## src/rtl/pipeline_pkg.sv

```systemverilog
// pipeline_pkg
// Shared definitions for the 5-stage RV64 pipeline.
//   if_state_e       : fetch-stage control states
//   RV_NOP           : canonical RV NOP (addi x0, x0, 0), used for bubbles
//   RESET_PC_DEFAULT : default first fetch address after reset
//   word_align()     : clears the two low address bits of a PC
package pipeline_pkg;

   typedef enum logic [1:0] {
      S_REQ  = 2'd0,
      S_WAIT = 2'd1,
      S_HOLD = 2'd2
   } if_state_e;

   localparam logic [31:0] RV_NOP           = 32'h0000_0013;
   localparam logic [63:0] RESET_PC_DEFAULT = 64'h0000_0000_8000_0000;

   // Instructions are 32-bit aligned; redirect targets are forced onto that grid.
   function automatic logic [63:0] word_align(input logic [63:0] addr);
      return addr & 64'hFFFF_FFFF_FFFF_FFFC;
   endfunction

endpackage

```

## src/rtl/pipeline_if_stage1.sv

```systemverilog
// pipeline_if_stage1
// Instruction fetch stage. Holds the fetch PC, issues one outstanding request
// at a time to instruction memory (req/gnt/rvalid) and hands each fetched word
// with its PC to decode through registered outputs.
// Ports:
//   clk, reset (async, active-low)
//   stall                        : decode is holding; output registers freeze
//   redirect_valid, redirect_pc  : branch/jump/flush target (low 2 bits ignored)
//   imem_req, imem_addr          : fetch request and address (current PC)
//   imem_gnt, imem_rvalid,
//   imem_rdata                   : memory accept, data valid, instruction word
//   instruction_IF, pc_IFR,
//   valid_IF                     : registered instruction, its PC, valid flag
module pipeline_if_stage1
   import pipeline_pkg::*;
#(
   parameter logic [63:0] RESET_PC = pipeline_pkg::RESET_PC_DEFAULT,
   parameter logic [31:0] NOP_INST = pipeline_pkg::RV_NOP
) (
   input  logic        clk,
   input  logic        reset,
   input  logic        stall,
   input  logic        redirect_valid,
   input  logic [63:0] redirect_pc,
   output logic        imem_req,
   output logic [63:0] imem_addr,
   input  logic        imem_gnt,
   input  logic        imem_rvalid,
   input  logic [31:0] imem_rdata,
   output logic [31:0] instruction_IF,
   output logic [63:0] pc_IFR,
   output logic        valid_IF
);

   if_state_e   state_r;
   if_state_e   state_nxt_s;
   logic [63:0] pc_r;
   logic [63:0] pc_nxt_s;
   logic        drop_r;
   logic        drop_nxt_s;
   logic [31:0] hold_inst_r;
   logic [31:0] hold_inst_nxt_s;
   logic [63:0] hold_pc_r;
   logic [63:0] hold_pc_nxt_s;

   logic        deliver_s;
   logic [31:0] deliver_inst_s;
   logic [63:0] deliver_pc_s;
   logic [63:0] target_s;
   logic [31:0] inst_nxt_s;
   logic [63:0] pc_out_nxt_s;
   logic        valid_nxt_s;

   assign imem_addr = pc_r;

   // FSM state register.
   always_ff @(posedge clk or negedge reset) begin
      if (!reset) begin
         state_r <= S_REQ;
      end else begin
         state_r <= state_nxt_s;
      end
   end

   // Fetch PC, wrong-path drop flag, one-entry hold buffer and output registers.
   always_ff @(posedge clk or negedge reset) begin
      if (!reset) begin
         pc_r           <= RESET_PC;
         drop_r         <= 1'b0;
         hold_inst_r    <= NOP_INST;
         hold_pc_r      <= 64'd0;
         instruction_IF <= NOP_INST;
         pc_IFR         <= 64'd0;
         valid_IF       <= 1'b0;
      end else begin
         pc_r           <= pc_nxt_s;
         drop_r         <= drop_nxt_s;
         hold_inst_r    <= hold_inst_nxt_s;
         hold_pc_r      <= hold_pc_nxt_s;
         instruction_IF <= inst_nxt_s;
         pc_IFR         <= pc_out_nxt_s;
         valid_IF       <= valid_nxt_s;
      end
   end

   // Next-state, request and output-register selection. Redirect wins over
   // everything else in every state.
   always_comb begin
      state_nxt_s     = state_r;
      pc_nxt_s        = pc_r;
      drop_nxt_s      = drop_r;
      hold_inst_nxt_s = hold_inst_r;
      hold_pc_nxt_s   = hold_pc_r;
      imem_req        = 1'b0;
      deliver_s       = 1'b0;
      deliver_inst_s  = NOP_INST;
      deliver_pc_s    = pc_r;
      target_s        = word_align(redirect_pc);

      case (state_r)
         S_REQ: begin
            // No request in a redirect cycle: the PC is about to change.
            imem_req = !redirect_valid;
            if (redirect_valid) begin
               pc_nxt_s = target_s;
            end else if (imem_gnt) begin
               state_nxt_s = S_WAIT;
            end else begin
               state_nxt_s = S_REQ;
            end
         end
         S_WAIT: begin
            if (redirect_valid) begin
               pc_nxt_s = target_s;
               if (imem_rvalid) begin
                  drop_nxt_s  = 1'b0;
                  state_nxt_s = S_REQ;
               end else begin
                  // Response still in flight belongs to the old path.
                  drop_nxt_s  = 1'b1;
               end
            end else if (imem_rvalid) begin
               if (drop_r) begin
                  drop_nxt_s  = 1'b0;
                  state_nxt_s = S_REQ;
               end else if (!stall) begin
                  deliver_s      = 1'b1;
                  deliver_inst_s = imem_rdata;
                  deliver_pc_s   = pc_r;
                  pc_nxt_s       = pc_r + 64'd4;
                  state_nxt_s    = S_REQ;
               end else begin
                  hold_inst_nxt_s = imem_rdata;
                  hold_pc_nxt_s   = pc_r;
                  pc_nxt_s        = pc_r + 64'd4;
                  state_nxt_s     = S_HOLD;
               end
            end else begin
               state_nxt_s = S_WAIT;
            end
         end
         S_HOLD: begin
            if (redirect_valid) begin
               pc_nxt_s    = target_s;
               state_nxt_s = S_REQ;
            end else if (!stall) begin
               deliver_s      = 1'b1;
               deliver_inst_s = hold_inst_r;
               deliver_pc_s   = hold_pc_r;
               state_nxt_s    = S_REQ;
            end else begin
               state_nxt_s = S_HOLD;
            end
         end
         default: begin
            state_nxt_s = S_REQ;
         end
      endcase

      // Bubbles keep the last PC on pc_IFR; only the word and valid change.
      if (redirect_valid) begin
         inst_nxt_s   = NOP_INST;
         pc_out_nxt_s = pc_IFR;
         valid_nxt_s  = 1'b0;
      end else if (stall) begin
         inst_nxt_s   = instruction_IF;
         pc_out_nxt_s = pc_IFR;
         valid_nxt_s  = valid_IF;
      end else if (deliver_s) begin
         inst_nxt_s   = deliver_inst_s;
         pc_out_nxt_s = deliver_pc_s;
         valid_nxt_s  = 1'b1;
      end else begin
         inst_nxt_s   = NOP_INST;
         pc_out_nxt_s = pc_IFR;
         valid_nxt_s  = 1'b0;
      end
   end

endmodule

```

## config.mk

```make
export PLATFORM = sky130hd
export DESIGN_NAME = pipeline_if_stage1
export DESIGN_NICKNAME = d
export VERILOG_FILES = /design/src/rtl/pipeline_pkg.sv /design/src/rtl/pipeline_if_stage1.sv
export SDC_FILE = /design/constraint.sdc
export NUM_CORES = 1
export LEC_CHECK = 0
export ABC_AREA = 1
export CORE_MARGIN = 5
export CORE_UTILIZATION = 52
export DETAILED_ROUTE_END_ITERATION = 10
export PLACE_DENSITY = 0.83
export SKIP_LAST_GASP = 1
export SLEW_MARGIN = 30
export SYNTH_ARGS = -nofsm -noshare
export SYNTH_HDL_FRONTEND = slang
export SYNTH_SLANG_ARGS = --single-unit
```

## constraint.sdc

```tcl
create_clock -name clk -period 2.2 [get_ports clk]
set_clock_uncertainty 0.05 [all_clocks]
set_input_delay 0.22 -clock clk [delete_from_list [all_inputs] [get_ports clk]]
set_output_delay 0.22 -clock clk [all_outputs]
set_load 0.1 [all_outputs]
```

## Word-level counts from Yosys, hierarchy flattened

Cells that the tools add are included.

- Bits of input ports: 102
- Memories kept: 0
- Output and inout bits: 162
- Latch bits: 0
- RAM bits: 0
- Memory bits (read-only): 0
- Register bits: 260
- Logic and storage cells: 64

- $mul: 0
- Bitwise gates (word level): 3
- Magnitude comparators: 0
- $add $sub $neg: 1
- Divide/modulo/power cells: 0
- Eq/ne operators: 8
- Reductions and logical operators: 10
- Muxes and demuxes: 34
- Shifts and indexed selects: 0

Operator list:

| kind | count |
|---|---|
| $mux 64 | 5 |
| $mux 32 | 5 |
| $pmux 64 s2 | 1 |
| $add 64x3->64 const B | 1 |
| $pmux 32 s2 | 1 |
| $mux 2 | 7 |
| $mux 1 | 13 |
| $ne 3x3->1 const B | 3 |
| $pmux 2 s3 | 1 |
| $reduce_and 5->1 | 1 |
| $ne 2x1->1 const B | 2 |
| $reduce_and 2->1 | 2 |
| $reduce_and 4->1 | 1 |
| $reduce_bool 2->1 | 2 |
| $not 1->1 | 3 |
| $reduce_and 3->1 | 1 |
| $eq 2x1->1 const B | 1 |
| $eq 2x2->1 const B | 1 |
| $logic_not 2->1 | 1 |
| $ne 2x2->1 const B | 1 |
| $pmux 1 s2 | 1 |
| $reduce_or 2->1 | 1 |
| $logic_not 1->1 | 1 |

## Logic depth before layout (Yosys ltp)

Gate-level depths: netlist of run 1.

- Depth in word-level cells: 8
- Gate-level depth with buffers: 13
- Mapped depth without buffers: 13

## Worst setup path after synthesis of run 1

OpenSTA, ideal clock, no wires.

- Path kind: register to register
- From: register pc_r[3] (netlist: imem_addr[3])
- To: register pc_r[38] (netlist: imem_addr[38])
- Data arrival time: 2.252 ns
- Period minus slack after synthesis: 2.415 ns
- Data required time: 2.037 ns
- Cell stages (with the launch flop): 13
- Path slack: -0.215 ns
- Cell sequence: dfrtp_1 ha_1 nand2_1 nor2_4 nand2_2 inv_2 nand2_1 nor2_1 nand3_1 nand2_1 nand2_1 nand2_1 inv_1

- Cells in the longest elaborated chain, start to end: 5

RTL lines:

| what | RTL line | source |
|---|---|---|
| start: declaration | pipeline_if_stage1.sv:37 | `logic [63:0] pc_r;` |
| start signal: assignment | pipeline_if_stage1.sv:76 | `pc_r <= pc_nxt_s;` |
| $add 64x3->64 | pipeline_if_stage1.sv:130, pipeline_if_stage1.sv:135 |  |
| $mux 64 | pipeline_if_stage1.sv:123 | `if (drop_r) begin` |
| $mux 64 | pipeline_if_stage1.sv:122 | `end else if (imem_rvalid) begin` |
| $mux 64 | pipeline_if_stage1.sv:113 | `if (redirect_valid) begin` |
| $pmux 64 s2 | pipeline_if_stage1.sv:100 | `case (state_r)` |

No other way between the ends. The select of a mux whose other input is x is not followed.
A chain may end at the register's enable or synchronous reset.

## Worst setup path in the final report of run 1

- From: register state_r[0]
- To: output imem_req

- Cells in the longest elaborated chain, start to end: 2

RTL lines:

| what | RTL line | source |
|---|---|---|
| start: declaration | pipeline_if_stage1.sv:35 | `if_state_e state_r;` |
| start signal: assignment | pipeline_if_stage1.sv:61 | `state_r <= state_nxt_s;` |
| $logic_not 2->1 | pipeline_if_stage1.sv:100 |  |
| $mux 1 | pipeline_if_stage1.sv:100 |  |
| end: declaration | pipeline_if_stage1.sv:25 | `output logic imem_req,` |

No other way between the ends.

==> reports/results.ini, run 1 <==
[cells_and_area]
layout-drive-gt1-share = 0.1549
finish.net_count = 2170
final_cell_area_sq_mm = 0.01709
fillers = 2122
area_growth_pct = 29.17
final_cells = 2415
antenna_cells = 0
post-route-util = 0.6805

[logic_synthesis]
synth-compound-area-share = 0.1338
ys_warn_count = 0
synth_top_family_by_area = simple AND/OR/NAND/NOR gates
netlist_instances = 1793
avgSynthCellArea_sq_um = 7.378
synth-seq-cells = 254
synth_xor_area_frac = 0.002648
netlist-cell-type-count = 34
synth-simple-area-share = 0.2932
synth_top_cell_area_share = 0.4672
synth_mux_area_frac = 0.001702
syn_area_sq_mm = 0.01323
synth_ff_type = dfrtp_1
synth_area_leaders = dfrtp_1, nand2_1, nor2_1
synth_edf_count = 0
yosysTopAreaCell = dfrtp_1
ys_async_sr_fraction = 1.000
synth_fa_ha_area_frac = 0.004729
ys_seq_area_frac = 0.4811

[critical_path]
required_ns = 1.93
start_kind = register
r2r-end = imem_addr[60]
path_class = reg2out
critical_path_arrival_ns = 1.81
cp-end-kind = output pin
regToRegStartpoint = imem_addr[20]
critPathMaxFanout = 5
rrSetupSlack_ns = 0.14
worstRegToRegCells = 9

[routing]
wirelength_um = 45640
vias = 13311
dr.pass1.iters = 6
wl_met3_um = 3541
drt_iter0_drc = 1220
wl_met2_um = 21480
ant_nets = 0
vias_per_cell = 5.512
wl_per_cell_um = 18.90
drc = 0
m1WireLength_um = 18970
highest_layer = met4

[die]
rows = 58
initial_core_util = 0.5269
core_sq_mm = 0.02511
die_area_sq_mm = 0.02873
fp.dieW_um = 169.5
die_y_um = 169.5
io_pins = 264

[timing]
slew_headroom = 0.4867
min_period_ns = 2.084
fin_crit_sh = 0.9473
grt_setup_unrepaired = false
clock.fmax_mhz = 479.8
finalHoldViolations = 0
finalSetupViolCount = 0
tns_ns = 0
final-max-slew-violation-count = 0
holdWs_ns = 0.1870
fin_ws_ns = 0.1160
tightest_slew_ns = 0.7699

[global_routing]
overflow = 0
grt.total_usage = 0.3130
grt_pass1_wl_um = 71860
grt_max_degree = 95
antenna_found_initial = 0
grt_pass1_vias = 13104

[hold_path]
holdCritPathClass = in2async

[clock_tree]
numCtsBuffers = 28
path_clk_slew_ns = 0.06
cts_htree_levels = 1
cts-root-buf = clkbuf_16
clock_sinks = 254
clkLatencyLatePin_ns = 0.55
tritoncts = built
clk_path_buf_depth = 3

[placement]
io_buffers = 257
placed_cells = 2362
gp_congestion = 1.003
hpwl_um = 33840
placed_area_sq_mm = 0.01611
dp_slack_ns = 0.09244

[flow_run]
maxCapViolCount = 0

[outcome]
status = finished, final reports clean

[power]
power_density_mw_per_mm2 = 1756
worst_ir_drop_vdd_mv = 2.044
leakage_nw = 8.327
total_power_mw = 30.00

[per-layer routing]
layer	GRT usage	up-vias
met3	0.03797	94
li1	-	6283
met4	0.09905	0
met5	0	-
met2	0.5217	591
met1	0.4312	6343
[layout by cell type (no fill, tap or decap), types with 9 or more instances in the layout]
| master | synthesis | layout |
|---|---|---|
| nand2_1 | 570 | 570 |
| nor2_1 | 278 | 277 |
| dfrtp_1 | 247 | 242 |
| buf_4 | 12 | 216 |
| o21ai_0 | 162 | 162 |
| inv_1 | 153 | 152 |
| clkdlybuf4s50_1 | 0 | 98 |
| nand3_1 | 82 | 82 |
| a31oi_1 | 66 | 66 |
| a22o_1 | 29 | 29 |
| clkbuf_16 | 0 | 29 |
| nand4_1 | 15 | 15 |
| buf_12 | 0 | 14 |
| a21oi_1 | 14 | 13 |
| o21ai_1 | 11 | 11 |
| clkbuf_8 | 0 | 11 |
| nor2_2 | 8 | 9 |
| o22ai_1 | 10 | 9 |
[layout make-up]
| type | instances | area, sq um | area share |
|---|---|---|---|
| clock buffer | 45 | 895.9 | 0.05243 |
| clock inverter | 7 | 71.32 | 0.004174 |
| tap | 330 | 412.9 | 0.02416 |
| timing repair buffer | 330 | 2908 | 0.1702 |
| sequential | 254 | 6371 | 0.3728 |
| inverter | 158 | 595.6 | 0.03485 |
| multi-input combinational | 1291 | 5833 | 0.3414 |
[timing repair]
action	in CTS	in global routing
setup buffers	0	0
resized for setup	1	0
hold buffers	1	0
hold endpoints to repair	65	0
setup endpoints to repair	1	0
[worst max-delay path: stages (launching register included)]
cell     delay, ns
dfrtp_1       0.44
inv_2         0.17
ha_1          0.22
inv_1         0.10
nor2_2        0.15
buf_12        0.20
[cells by family (layout without fill, tap and decap cells)]
family / count (synthesis) / after routing
adders and majority gates: 5 / 5
buffers and inverters: 251 / 540
and+or+nand+nor: 971 / 971
DFF: 254 / 254
AOI/OAI and AO/OA: 305 / 305
muxes: 2 / 2
other: 1 / 4
xor gates and xnor gates: 4 / 4
[power by group]
part	internal (mW)	leakage [nW]	total (mW)	switching (mW)
Sequential	6.60	3.18	8.51	1.90
Clock	2.90	0.475	4.86	1.96
Combinational	3.70	4.67	16.6	12.9
[cells in the mapped netlist, drive strengths merged (7+ instances only)]
cell type	n
a22o	29
buf	55
nand4	16
dfrtp	247
o21ai	173
clkbuf	38
nand2	575
inv	158
a31oi	66
nor3	7
o22ai	10
nor2	290
nand3	83
a22oi	7
a21oi	16
dfstp	7
[worst max-delay path by stage]
stage,start,to,slack (ns),cells after the start
after CTS,state_r[0],imem_req,0.09,5
final,state_r[0],imem_req,0.12,5
after global routing,state_r[0],imem_addr[62],0.005,10
after floorplan,imem_addr[8],imem_addr[56],0.008,9
after detailed placement,state_r[0],imem_addr[62],0.09,10
after global placement,state_r[0],imem_addr[62],0.16,10
[state kept, by name, summed over array words and instances, names as in the netlist]
name	cells
state_r	2
imem_addr	62
hold_inst_r	32
instruction_IF	32
drop_r	1
valid_IF	1
hold_pc_r	62
pc_IFR	62
Power figures use the tool's default switching activity.
==> inputs of run 2 (changes only) <==
--- a/constraint.sdc
+++ b/constraint.sdc
@@ -3,3 +3,3 @@
 set_input_delay 0.22 -clock clk [delete_from_list [all_inputs] [get_ports clk]]
 set_output_delay 0.22 -clock clk [all_outputs]
-set_load 0.1 [all_outputs]
+set_load 0.05 [all_outputs]
==> run 2 against run 1 <==
  * Global-route usage about the same
  * Worst hold slack got worse by 0.074 ns
  * Via count is 0.47% lower
  * Clock power barely moved
  * Sequential share of layout area decreased by 1.0 points
  * Routed wire length is 0.84% higher
  * Non-clock buffer count grew 5
  * Die area unchanged
  * Cell area is 2.7% higher
  * Power down 13%
  * First-iteration DRC count about the same
  * Highest routed layer unchanged
==> reports/results.ini, run 2 (same netlist as run 1, synthesis figures left out) <==
[timing]
grt_setup_unrepaired = true
finalHoldViolations = 0  ; unchanged
fin_crit_sh = 0.9906  ; +0.04331
finalSetupViolCount = 0  ; unchanged
tightest_slew_ns = 0.7850  ; +0.01512 ns
final-max-slew-violation-count = 0  ; unchanged
tns_ns = 0  ; unchanged
clock.fmax_mhz = 458.9  ; -4.4%
slew_headroom = 0.4767  ; -0.01008
min_period_ns = 2.179  ; +0.09528 ns

[clock_tree]
cts_htree_levels = 1  ; unchanged
cts-root-buf = clkbuf_16
numCtsBuffers = 27  ; -3.6%
clk_path_buf_depth = 3  ; unchanged
clock_sinks = 254  ; unchanged
clkLatencyLatePin_ns = 0.55  ; about the same
postCtsSetupRepairBufs = 0  ; unchanged
tritoncts = built
path_clk_slew_ns = 0.06  ; about the same

[power]
p_switching_mw = 12.45  ; -26%
switching_share = 0.4758  ; -0.08406
leakage_nw = 8.379  ; +0.62%
total_power_mw = 26.17  ; -13%
combinationalPowerShare = 0.494  ; -0.060
intPower_mw = 13.72  ; +3.9%
seqPwrFrac = 0.319  ; +0.035
power_density_mw_per_mm2 = 1490  ; -15%
worst_ir_drop_vdd_mv = 1.233  ; -40%
p_clk_frac = 0.187  ; +0.025

[cells_and_area]
area_growth_pct = 32.72
layout-drive-gt1-share = 0.08094  ; -0.07398
finish.net_count = 2174  ; +0.18%
final_cell_area_sq_mm = 0.01756  ; +2.7%
fillers = 2024  ; -4.6%
final_common_cell = nand2_1
layout_common_cells = nand2_1, nor2_1, dfrtp_1, clkdlybuf4s50_1, o21ai_0
antenna_cells = 0  ; unchanged

[critical_path]
critPathMaxStageDelay_ns = 0.88  ; +0.44 ns
worstRegToRegCells = 9  ; unchanged
cp-end-kind = output pin
worstPathCellList = clkdlybuf4s50_1
path_delay_family = buffers and inverters
cp_num_buf_inv = 1  ; -2
critical_path_arrival_ns = 1.91  ; +0.10 ns
start_kind = register
path_depth = 1  ; -4
critical_path.slowest_cell = clkdlybuf4s50_1
path_class = reg2out
required_ns = 1.93  ; about the same
critPathMaxFanout = 5  ; unchanged

[placement]
io_buffers = 257  ; unchanged
placed_area_sq_mm = 0.01654  ; +2.7%
gp_congestion = 0.9801  ; -2.3%
hpwl_um = 33660  ; -0.54%

[routing]
vias = 13249  ; -0.47%
vias_per_cell = 5.479  ; -0.59%
drc = 0  ; unchanged
drt_iter0_drc = 1219  ; -0.082%
ant_nets = 0  ; unchanged
dr.pass1.iters = 5  ; -1
wirelength_um = 46020  ; +0.84%
wl_per_cell_um = 19.03  ; +0.71%

[global_routing]
grt_pass1_wl_um = 71550  ; -0.43%
grt.total_usage = 0.3131  ; about the same
overflow = 0  ; unchanged
antenna_found_initial = 0  ; unchanged
grt_pass1_vias = 13237  ; +1.0%
grt_max_degree = 95  ; unchanged

[hold_path]
holdCritPathClass = in2async

[die]
die_area_sq_mm = 0.02873  ; unchanged
rows = 58  ; unchanged
initial_core_util = 0.5269  ; unchanged
io_pins = 264  ; unchanged
core_sq_mm = 0.02511  ; unchanged
die_y_um = 169.5  ; unchanged
fp.dieW_um = 169.5  ; unchanged

[outcome]
status = finished, final reports clean

[flow_run]
maxCapViolCount = 0  ; unchanged

run 2: changes by cell type in the layout (fill, tap and decap cells not counted), sizes merged:
cell | previous run | this run
buf | 231 | 79
dlygate4sd2 | 0 | 17
clkinvlp | 2 | 1
clkbuf | 45 | 36
dlymetal6s2s | 0 | 19
bufinv | 1 | 4
clkinv | 3 | 8
clkdlybuf4s50 | 98 | 219
run 2: stage by stage:
step	util	std cells	hold slack, ns	setup WS, ns
CTS	0.6966	2418	0.1028	0.002383
detailed placement	0.6589	2367	0.07292	0.07252
global placement	0.6589	2367	0.06728	0.1191
finish	0.6992	2418	0.1132	0.02071
global route	0.6992	2418	0.1269	-0.05458
floorplan	-	1796	-0.1256	0.1670
run 2: cell type report:
cell class	instances	area [sq um]	share of cell area
Multi-Input combinational cell	1291	5838	0.3325
Sequential cell	254	6366	0.3626
Clock inverter	14	187.7	0.01069
Tap cell	330	412.9	0.02352
Inverter	158	598.1	0.03407
Timing Repair Buffer	335	3385	0.1928
Clock buffer	36	769.5	0.04383
run 2: final timing paths:
| kind | start | endpoint | slack, ns |
|---|---|---|---|
| worst max-delay path | imem_addr[9] | imem_addr[9] | 0.02 |
| worst min-delay path | reset | hold_pc_r[61] | 0.11 |
| worst max register to register | imem_addr[19] | imem_addr[63] | 0.13 |
| worst min register to register | hold_inst_r[24] | hold_inst_r[24] | 0.43 |
| max in group asynchronous | reset | imem_addr[2] | 1.25 |
| min in group clk | imem_rdata[0] | hold_inst_r[0] | 0.19 |
run 2: power groups by stage:
stage | Sequential [mW] | Combinational, mW | Clock, mW
detailed placement | 8.37 | 12.9 | 0
global placement | 8.30 | 12.7 | 0
CTS | 8.32 | 12.9 | 4.92
finish | 8.35 | 12.9 | 4.89
floorplan | 11.9 | 4.29 | 0
global route | 8.59 | 13.9 | 5.13
run 2: what timing repair did:
| item | in CTS | in global routing |
|---|---|---|
| hold buffers | 1 | 0 |
| endpoints found under the hold margin | 250 | 0 |
| resized for setup | 17 | 27 |
| endpoints found under the setup margin | 17 | 97 |
run 2: layer usage:
metal	global-route usage	vias to the layer above	part of all wire
met5	0	-	0
met4	0.1043	0	0.036
met3	0.05078	92	0.074
met2	0.5253	515	0.48
met1	0.4177	6344	0.41
li1	-	6298	-
==> inputs of run 3 (changes only) <==
- SKIP_LAST_GASP: 1 -> default
==> run 3 against run 2 <==
  * Count of clock-buffer cells in the layout stayed put
  * Cell area about the same
  * First-iteration DRC count shrank 0.90%
  * Clock power hardly changed
  * Largest power group unchanged
==> reports/results.ini, run 3 (same netlist as run 1, synthesis figures left out) <==
[critical_path]
critPathMaxFanout = 5  ; unchanged
worstPathCellList = clkdlybuf4s50_1
critPathMaxStageDelay_ns = 0.89  ; about the same
required_ns = 1.93  ; about the same
worstRegToRegCells = 9  ; unchanged
regToRegStartpoint = imem_addr[19]
path_delay_family = buffers and inverters
critical_path_arrival_ns = 1.91  ; about the same
start_kind = register
critical_path.slowest_cell = clkdlybuf4s50_1
cp_num_buf_inv = 1  ; unchanged
rrSetupSlack_ns = 0.14  ; about the same
path_class = reg2out
cp-end-kind = output pin
r2r-end = imem_addr[63]

[clock_tree]
path_clk_slew_ns = 0.06  ; about the same
tritoncts = built
clk_path_buf_depth = 3  ; unchanged
clkLatencyLatePin_ns = 0.55  ; about the same
numCtsBuffers = 27  ; unchanged
cts-root-buf = clkbuf_16
cts_htree_levels = 1  ; unchanged
clock_sinks = 254  ; unchanged
postCtsSetupRepairBufs = 0  ; unchanged

[die]
die_y_um = 169.5  ; unchanged
rows = 58  ; unchanged
io_pins = 264  ; unchanged
core_sq_mm = 0.02511  ; unchanged
initial_core_util = 0.5269  ; unchanged
die_area_sq_mm = 0.02873  ; unchanged
fp.dieW_um = 169.5  ; unchanged

[routing]
drt_iter0_drc = 1208  ; -0.90%
dr.pass1.iters = 6  ; +1
wl_per_cell_um = 19.04  ; about the same
wirelength_um = 46050  ; about the same
ant_nets = 0  ; unchanged
drc = 0  ; unchanged
vias = 13338  ; +0.67%
vias_per_cell = 5.516  ; +0.67%

[placement]
hpwl_um = 33660  ; unchanged
io_buffers = 257  ; unchanged
gp_congestion = 0.9801  ; unchanged
placed_cells = 2367  ; unchanged

[timing]
grt_setup_unrepaired = true
finalSetupViolCount = 0  ; unchanged
min_period_ns = 2.183  ; +0.003475 ns
tns_ns = 0  ; unchanged
final-max-slew-violation-count = 0  ; unchanged
holdWs_ns = 0.1057  ; -0.007515 ns
finalHoldViolations = 0  ; unchanged
slew_headroom = 0.4785  ; +0.001829
tightest_slew_ns = 0.7823  ; -0.002744 ns
clock.fmax_mhz = 458.1  ; -0.16%
fin_crit_sh = 0.9922  ; +0.001580

[global_routing]
grt_pass1_wl_um = 71550  ; unchanged
grt.total_usage = 0.3131  ; unchanged
overflow = 0  ; unchanged
grt_max_degree = 95  ; unchanged
antenna_found_initial = 0  ; unchanged
grt_pass1_vias = 13237  ; unchanged

[cells_and_area]
antenna_cells = 0  ; unchanged
layout_common_cells = nand2_1, nor2_1, dfrtp_1, clkdlybuf4s50_1, o21ai_0
area_growth_pct = 32.79  ; about the same
layout-drive-gt1-share = 0.08094  ; unchanged
final_common_cell = nand2_1
final_cells = 2418  ; unchanged
finish.net_count = 2174  ; unchanged

[power]
leakage_nw = 8.381  ; about the same
worst_ir_drop_vdd_mv = 1.236  ; +0.23%
power_density_mw_per_mm2 = 1491  ; about the same
total_power_mw = 26.20  ; +0.13%

[flow_run]
maxCapViolCount = 0  ; unchanged

[outcome]
status = finished, final reports clean

[hold_path]
holdCritPathClass = in2async

run 3: area by class of cell:
cell class / instances / area, sq um
Clock buffer: 36 / 769.5
Clock inverter: 14 / 187.7
Fill cell: 2023 / 7542
Inverter: 158 / 598.1
Multi-Input combinational cell: 1291 / 5848
Sequential cell: 254 / 6366
Tap cell: 330 / 412.9
Timing Repair Buffer: 335 / 3385
run 3: what timing repair did:
item / 4_1_cts / 5_1_grt
hold buffers: 1 / 0
hold endpoints to repair: 250 / 0
setup endpoints to repair: 17 / 97
resized for setup: 17 / 28
run 3: worst max-delay path by stage:
stage,startpoint,end,slack [ns],cells past startpoint
floorplan,imem_addr[3],imem_addr[62],0.17,10
global placement,state_r[0],imem_addr[31],0.12,11
detailed placement,state_r[0],imem_addr[31],0.07,11
CTS,imem_addr[57],imem_addr[57],0.002,1
global route,imem_addr[40],imem_addr[40],-0.01,1
finish,imem_addr[9],imem_addr[9],0.02,1
run 3: per-stage QoR:
step           utilization  setup WS, ns  area (sq um)
6_report            0.6996       0.01723         17570
5_1_grt             0.6996      -0.01169         17570
4_1_cts             0.6966      0.002383         17490
3_5_place_dp        0.6589       0.07252         16540
3_3_place_gp        0.6589        0.1191         16540
2_1_floorplan            -        0.1670         13240
run 3: layer usage:
metal / vias up / global-route usage / routed length (um)
met4: 0 / 0.1043 / 1659
met2: 543 / 0.5253 / 21990
li1: 6302 / - / -
met5: - / 0 / 0
met3: 94 / 0.05078 / 3520
met1: 6399 / 0.4177 / 18880
run 3: power by group:
part | internal [mW] | total, mW | switching [mW]
clock | 2.93 | 4.90 | 1.97
combinational | 4.19 | 12.9 | 8.75
sequential | 6.60 | 8.36 | 1.76
